--- config.mk ---
export PLATFORM = sky130hd
export DESIGN_NAME = axi_addr_xlate_arb_flat
export DESIGN_NICKNAME = d
export VERILOG_FILES = /design/src/rtl/axi_addr_xlate_arb_if.sv /design/src/rtl/axi_addr_xlate_arb.sv /design/src/flat_wrapper.sv
export SDC_FILE = /design/constraint.sdc
export NUM_CORES = 1
export LEC_CHECK = 0
export CORE_UTILIZATION = 42
export DETAILED_ROUTE_END_ITERATION = 12
export MAX_ROUTING_LAYER = met4
export PLACE_DENSITY = 0.83
export SYNTH_ARGS = -nofsm -noshare
export SYNTH_HDL_FRONTEND = slang
export SYNTH_SLANG_ARGS = --single-unit
--- constraint.sdc ---
create_clock -name tx_clk -period 1.6 [get_ports tx_clk]
set_input_delay 0.4 -clock tx_clk [delete_from_list [all_inputs] [get_ports tx_clk]]
set_output_delay 0.4 -clock tx_clk [all_outputs]
set_load 0.005 [all_outputs]
--- src/rtl/axi_addr_xlate_arb_if.sv ---
// axi_addr_xlate_arb_if: request, translation-engine and transmitter signals of the address-translation arbiter
interface axi_addr_xlate_arb_if #(
  parameter int ADDR_WIDTH = 32
);
  logic                  w_req_valid;
  logic                  r_req_valid;
  logic [ADDR_WIDTH-1:0] w_req_addr;
  logic [ADDR_WIDTH-1:0] r_req_addr;
  logic                  w_req_ready;
  logic                  r_req_ready;
  logic                  w_tx_busy;
  logic                  r_tx_busy;
  logic                  xl_start;
  logic [ADDR_WIDTH-1:0] xl_vaddr;
  logic                  xl_done;
  logic                  xl_miss;
  logic [ADDR_WIDTH-1:0] xl_paddr;
  logic [ADDR_WIDTH-1:0] phy_addr;
  logic                  w_t_done;
  logic                  r_t_done;
  logic                  err_valid;
  logic                  err_chan;
  logic                  err_code;
  logic                  busy;

  modport slave (
    input  w_req_valid, r_req_valid, w_req_addr, r_req_addr,
    input  w_tx_busy, r_tx_busy,
    input  xl_done, xl_miss, xl_paddr,
    output w_req_ready, r_req_ready,
    output xl_start, xl_vaddr,
    output phy_addr, w_t_done, r_t_done,
    output err_valid, err_chan, err_code, busy
  );

  modport master (
    output w_req_valid, r_req_valid, w_req_addr, r_req_addr,
    output w_tx_busy, r_tx_busy,
    output xl_done, xl_miss, xl_paddr,
    input  w_req_ready, r_req_ready,
    input  xl_start, xl_vaddr,
    input  phy_addr, w_t_done, r_t_done,
    input  err_valid, err_chan, err_code, busy
  );
endinterface

--- src/rtl/axi_addr_xlate_arb.sv ---
// axi_addr_xlate_arb: round-robin arbiter sharing one address-translation engine between write and read channels
module axi_addr_xlate_arb #(
  parameter int ADDR_WIDTH     = 32,
  parameter int TIMEOUT_CYCLES = 64
) (
  input logic tx_clk,
  input logic reset_,
  axi_addr_xlate_arb_if.slave bus
);
  localparam logic [15:0] TMO_LAST = 16'(TIMEOUT_CYCLES - 1);

  typedef enum logic [1:0] {IDLE, LOOKUP, DELIVER, ERROR} state_t;

  state_t                state, state_n;
  logic                  armed;
  logic                  ptr;
  logic                  chan;
  logic [15:0]           cnt;
  logic                  elig_w, elig_r, gnt_r;
  logic                  grant, done_ok, go_del, go_err, err_code_n;
  logic [ADDR_WIDTH-1:0] gnt_addr;

  // armed gates the first edge after reset release so the earliest grant is the second edge
  assign elig_w   = armed & bus.w_req_valid & ~bus.w_tx_busy;
  assign elig_r   = armed & bus.r_req_valid & ~bus.r_tx_busy;
  assign gnt_r    = elig_r & (~elig_w | ptr);
  assign gnt_addr = gnt_r ? bus.r_req_addr : bus.w_req_addr;
  // xl_done is ignored in the launch cycle, where xl_start is still high
  assign done_ok  = bus.xl_done & ~bus.xl_start;

  // next-state and transition decode; done beats timeout when both land in the same cycle
  always_comb begin
    state_n    = state;
    grant      = 1'b0;
    go_del     = 1'b0;
    go_err     = 1'b0;
    err_code_n = 1'b0;
    case (state)
      IDLE: begin
        grant   = elig_w | elig_r;
        state_n = grant ? LOOKUP : IDLE;
      end
      LOOKUP: begin
        go_del     = done_ok & ~bus.xl_miss;
        go_err     = done_ok ? bus.xl_miss : cnt == TMO_LAST;
        err_code_n = ~done_ok;
        state_n    = go_del ? DELIVER : go_err ? ERROR : LOOKUP;
      end
      default: state_n = IDLE;
    endcase
  end

  // state, lookup context and registered outputs
  always_ff @(posedge tx_clk or negedge reset_) begin
    if (!reset_) begin
      state           <= IDLE;
      armed           <= 1'b0;
      ptr             <= 1'b0;
      chan            <= 1'b0;
      cnt             <= '0;
      bus.xl_start    <= 1'b0;
      bus.xl_vaddr    <= '0;
      bus.phy_addr    <= '0;
      bus.w_t_done    <= 1'b0;
      bus.r_t_done    <= 1'b0;
      bus.w_req_ready <= 1'b0;
      bus.r_req_ready <= 1'b0;
      bus.err_valid   <= 1'b0;
      bus.err_chan    <= 1'b0;
      bus.err_code    <= 1'b0;
      bus.busy        <= 1'b0;
    end else begin
      state           <= state_n;
      armed           <= 1'b1;
      bus.xl_start    <= grant;
      bus.w_t_done    <= go_del & ~chan;
      bus.r_t_done    <= go_del & chan;
      bus.w_req_ready <= (go_del | go_err) & ~chan;
      bus.r_req_ready <= (go_del | go_err) & chan;
      bus.err_valid   <= go_err;
      bus.err_chan    <= go_err & chan;
      bus.err_code    <= go_err & err_code_n;
      bus.busy        <= state_n != IDLE;
      if (grant) begin
        chan         <= gnt_r;
        bus.xl_vaddr <= gnt_addr;
        cnt          <= '0;
      end else if (state == LOOKUP) begin
        cnt <= cnt + 16'd1;
      end
      if (go_del) bus.phy_addr <= bus.xl_paddr;
      if (state == DELIVER || state == ERROR) ptr <= ~chan;
    end
  end
endmodule

--- src/flat_wrapper.sv ---
// flat-port wrapper written by rule: the top's interface ports become plain ports
module axi_addr_xlate_arb_flat 
#(
  parameter int ADDR_WIDTH     = 32,
  parameter int TIMEOUT_CYCLES = 64
)
  (tx_clk, reset_, bus_w_req_valid, bus_r_req_valid, bus_w_req_addr, bus_r_req_addr, bus_w_tx_busy, bus_r_tx_busy, bus_xl_done, bus_xl_miss, bus_xl_paddr, bus_w_req_ready, bus_r_req_ready, bus_xl_start, bus_xl_vaddr, bus_phy_addr, bus_w_t_done, bus_r_t_done, bus_err_valid, bus_err_chan, bus_err_code, bus_busy);
  axi_addr_xlate_arb_if #(.ADDR_WIDTH(ADDR_WIDTH)) bus_i ();
  input logic tx_clk;
  input logic reset_;
  input wire logic [$bits(bus_i.w_req_valid)-1:0] bus_w_req_valid;
  input wire logic [$bits(bus_i.r_req_valid)-1:0] bus_r_req_valid;
  input wire logic [$bits(bus_i.w_req_addr)-1:0] bus_w_req_addr;
  input wire logic [$bits(bus_i.r_req_addr)-1:0] bus_r_req_addr;
  input wire logic [$bits(bus_i.w_tx_busy)-1:0] bus_w_tx_busy;
  input wire logic [$bits(bus_i.r_tx_busy)-1:0] bus_r_tx_busy;
  input wire logic [$bits(bus_i.xl_done)-1:0] bus_xl_done;
  input wire logic [$bits(bus_i.xl_miss)-1:0] bus_xl_miss;
  input wire logic [$bits(bus_i.xl_paddr)-1:0] bus_xl_paddr;
  output wire logic [$bits(bus_i.w_req_ready)-1:0] bus_w_req_ready;
  output wire logic [$bits(bus_i.r_req_ready)-1:0] bus_r_req_ready;
  output wire logic [$bits(bus_i.xl_start)-1:0] bus_xl_start;
  output wire logic [$bits(bus_i.xl_vaddr)-1:0] bus_xl_vaddr;
  output wire logic [$bits(bus_i.phy_addr)-1:0] bus_phy_addr;
  output wire logic [$bits(bus_i.w_t_done)-1:0] bus_w_t_done;
  output wire logic [$bits(bus_i.r_t_done)-1:0] bus_r_t_done;
  output wire logic [$bits(bus_i.err_valid)-1:0] bus_err_valid;
  output wire logic [$bits(bus_i.err_chan)-1:0] bus_err_chan;
  output wire logic [$bits(bus_i.err_code)-1:0] bus_err_code;
  output wire logic [$bits(bus_i.busy)-1:0] bus_busy;
  assign bus_i.w_req_valid = bus_w_req_valid;
  assign bus_i.r_req_valid = bus_r_req_valid;
  assign bus_i.w_req_addr = bus_w_req_addr;
  assign bus_i.r_req_addr = bus_r_req_addr;
  assign bus_i.w_tx_busy = bus_w_tx_busy;
  assign bus_i.r_tx_busy = bus_r_tx_busy;
  assign bus_i.xl_done = bus_xl_done;
  assign bus_i.xl_miss = bus_xl_miss;
  assign bus_i.xl_paddr = bus_xl_paddr;
  assign bus_w_req_ready = bus_i.w_req_ready;
  assign bus_r_req_ready = bus_i.r_req_ready;
  assign bus_xl_start = bus_i.xl_start;
  assign bus_xl_vaddr = bus_i.xl_vaddr;
  assign bus_phy_addr = bus_i.phy_addr;
  assign bus_w_t_done = bus_i.w_t_done;
  assign bus_r_t_done = bus_i.r_t_done;
  assign bus_err_valid = bus_i.err_valid;
  assign bus_err_chan = bus_i.err_chan;
  assign bus_err_code = bus_i.err_code;
  assign bus_busy = bus_i.busy;
  axi_addr_xlate_arb #(.ADDR_WIDTH(ADDR_WIDTH), .TIMEOUT_CYCLES(TIMEOUT_CYCLES)) u_core (.tx_clk(tx_clk), .reset_(reset_), .bus(bus_i));
endmodule
==> results.cfg <==
[synthesis]
syn-num-nets = 447
synth-seq-area-share = 0.577
syn_inst = 342
synth_seq_cells = 94
synth_area_mm2 = 0.00408
yosysTopAreaCell = dfrtp_1
syn_avg_cell_area_um2 = 11.9
yosys_warnings = 0
synth_area_leaders = dfrtp_1, mux2i_1, mux2_2
synth_cell_types = 41
synth_top_area_share = 0.577

[drt]
drtIter0Drc = 103
viasPerCell = 5.11
drc_errors = 0
ant_nets = 0
firstDrtPassIters = 4
wirelength_um = 11700
wl_per_cell_um = 17.3
via_count = 3467

[power]
power_frac_seq = 0.426
internal_power_mw = 6.13
ir_worst_vdd_uv = 828
leakage_nw = 3.14
comb_power_share = 0.391
power_frac_clock = 0.183
p_sw_frac = 0.319
power_switching_mw = 2.87
power_density_mw_per_mm2 = 1370

[critical_path]
crit_family = simple AND/OR/NAND/NOR gates
ff2ff_path_depth = 4
rr_endpoint = u_core.bus.err_valid
cp_num_buf_inv = 1
critPathSlowestCell = nor4_1
worstReg2RegStart = u_core.cnt[12]
path_cells = nor4_1, a41oi_1, buf_4, nor3_1
max_stage_delay_ps = 460
end_kind = flip-flop
r2r_slack_ps = 4
cp-startpoint = u_core.cnt[12]
crit_arrival_ps = 1860
required_ps = 1860
path_max_fanout = 5
crit_type = flip-flop to flip-flop
critical_path_depth = 4
startpoint_type = flip-flop

[clocking]
ctsHtreeMaxLevel = 3
cts_sinks = 94
clk_pin_slew_worst_paths_ps = 90
root_buffer = clkbuf_8
worstSkewPairLatency_ps = 360
cts_tree = built
cts_buffers = 9
clock_path_buffers = 2

[sta]
period_minus_slack_ps = 1600
drv_slew = 0
setup_viol = 0
hold_viol = 0
rsz0062_at_grt = true
clock_skew_ps = 10.8
worst_slack_ps = 4.37
max_freq_mhz = 627
tns_ps = 0
fin_crit_sh = 0.997

[final_layout]
syn_to_final_growth_pct = 60.7
multi_input_area_mm2 = 0.00165
final_cells = 679
most-common-layout-cells = clkdlybuf4s50_1, dfrtp_1, dlygate4sd2_1
diodes = 0
layout-drive-gt1-share = 0.182
num-fill-cells = 673
mostFrequentLayoutCell = clkdlybuf4s50_1
fin_area_mm2 = 0.00656
regArea_mm2 = 0.00235
nets = 650

[run]
max-cap-violations = 0

[placement]
portBuffers = 176
place_inst = 645
gp_congestion = 0.856
placed_cell_area_mm2 = 0.00607
dp_hpwl_um = 7570
dp_slack_ps = -415

[worst_hold_path]
hp-class = flip-flop to flip-flop
hold_depth = 1
min-delay-start = u_core.cnt[15]
hold_path_end = u_core.cnt[15]

[global_route]
antenna_found_initial = 0
grt_pass1_wl_um = 16300
grt_usage = 0.215
grt_pass1_vias = 3343
grt_max_degree = 41
overflow = 0

[floorplan]
die_h_um = 101
initial_utilization = 0.437
core_mm2 = 0.00933
dieArea_mm2 = 0.0101
rows = 35
dieWidth_um = 101
io_pins = 177

[status]
status = completed
## sequential cells by signal, indices dropped and copies added (netlist names)
name,flops
u_core.bus.phy_addr,32
u_core.bus.xl_vaddr,32
u_core.cnt,16
u_core.state,2
u_core.armed,1
u_core.bus.busy,1
u_core.bus.err_chan,1
u_core.bus.err_code,1
u_core.bus.err_valid,1
u_core.bus.r_req_ready,1
u_core.bus.r_t_done,1
u_core.bus.w_req_ready,1
u_core.bus.w_t_done,1
u_core.bus.xl_start,1
u_core.chan,1
u_core.ptr,1
## cells in the mapped netlist (all sizes together)
master,number
o22a,2
and3b,1
conb,1
nor3,8
ha,1
inv,5
mux2,33
a221o,2
a31oi,1
a22o,1
nand4,1
and3,3
dfrtp,94
nor2,16
o211ai,1
nor4,4
and2b,2
mux2i,38
a211o,2
a41oi,1
nor2b,3
clkbuf,5
a21oi,6
o21ai,35
nand2,52
o21a,1
buf,12
a21o,1
nand2b,1
nand3,7
o311a,2
## layout make-up
cell class / count / area share
Tap cell: 129 / 0.0246
Sequential cell: 94 / 0.359
Inverter: 5 / 0.00286
Clock buffer: 10 / 0.0210
Multi-Input combinational cell: 226 / 0.252
Timing Repair Buffer: 209 / 0.330
Clock inverter: 6 / 0.0105
## per-layer routing
layer,vias up,part of all wire,track usage
met3,12,0.068,0.0479
met4,0,0.012,0.0613
li1,1599,-,-
met1,1704,0.39,0.247
met5,-,0,-
met2,152,0.53,0.376
## worst max-delay path by stage
stage	slack, ps	endpoint
floorplan	100	u_core.bus.phy_addr[13]
global placement	-340	u_core.bus.xl_vaddr[24]
detailed placement	-410	u_core.bus.xl_vaddr[23]
CTS	3	u_core.bus.phy_addr[8]
global route	-60	u_core.bus.err_valid
finish	4	u_core.bus.err_valid
## repair_timing
action | 4_1_cts | 5_1_grt
hold buffers | 1 | 0
resized for setup | 72 | 14
pin swaps | 0 | 2
endpoints found under the setup margin | 76 | 65
endpoints found under the hold margin | 27 | 0
buffers inserted | 7 | 1
cloned | 0 | 9
## worst register-to-register path, delay by kind of cell, from the launching register on
family          cells  cell delay, ps
buf+inv             1             190
compound gates      1             200
simple gates        2             680
flops               1             430
## stage by stage
stage	hold slack [ps]	utilization	total power, mW
3_5_place_dp	359	0.651	7.62
5_1_grt	495	0.703	9.57
6_report	477	0.703	9.00
3_3_place_gp	356	0.651	7.45
4_1_cts	481	0.673	8.81
2_1_floorplan	104	-	5.20
## power groups by stage
stage               logic (mW)  registers, mW  clock network (mW)
global route              3.85           3.95                1.77
floorplan                 1.30           3.90                   0
global placement          3.61           3.83                   0
CTS                       3.34           3.81                1.66
finish                    3.52           3.83                1.64
detailed placement        3.73           3.89                   0
## kinds of logic after synthesis
kind of cell             count (synthesis)  synth area share
AO/OA/AOI/OAI                           55            0.0813
adder cells (fa/ha/maj)                  1           0.00307
buffers and inverters                   22            0.0353
flip-flops                              94             0.577
multiplexers                            71             0.184
other                                    1          0.000919
AND/OR/NAND/NOR                         98             0.119
(Power assumes the default switching activity.)
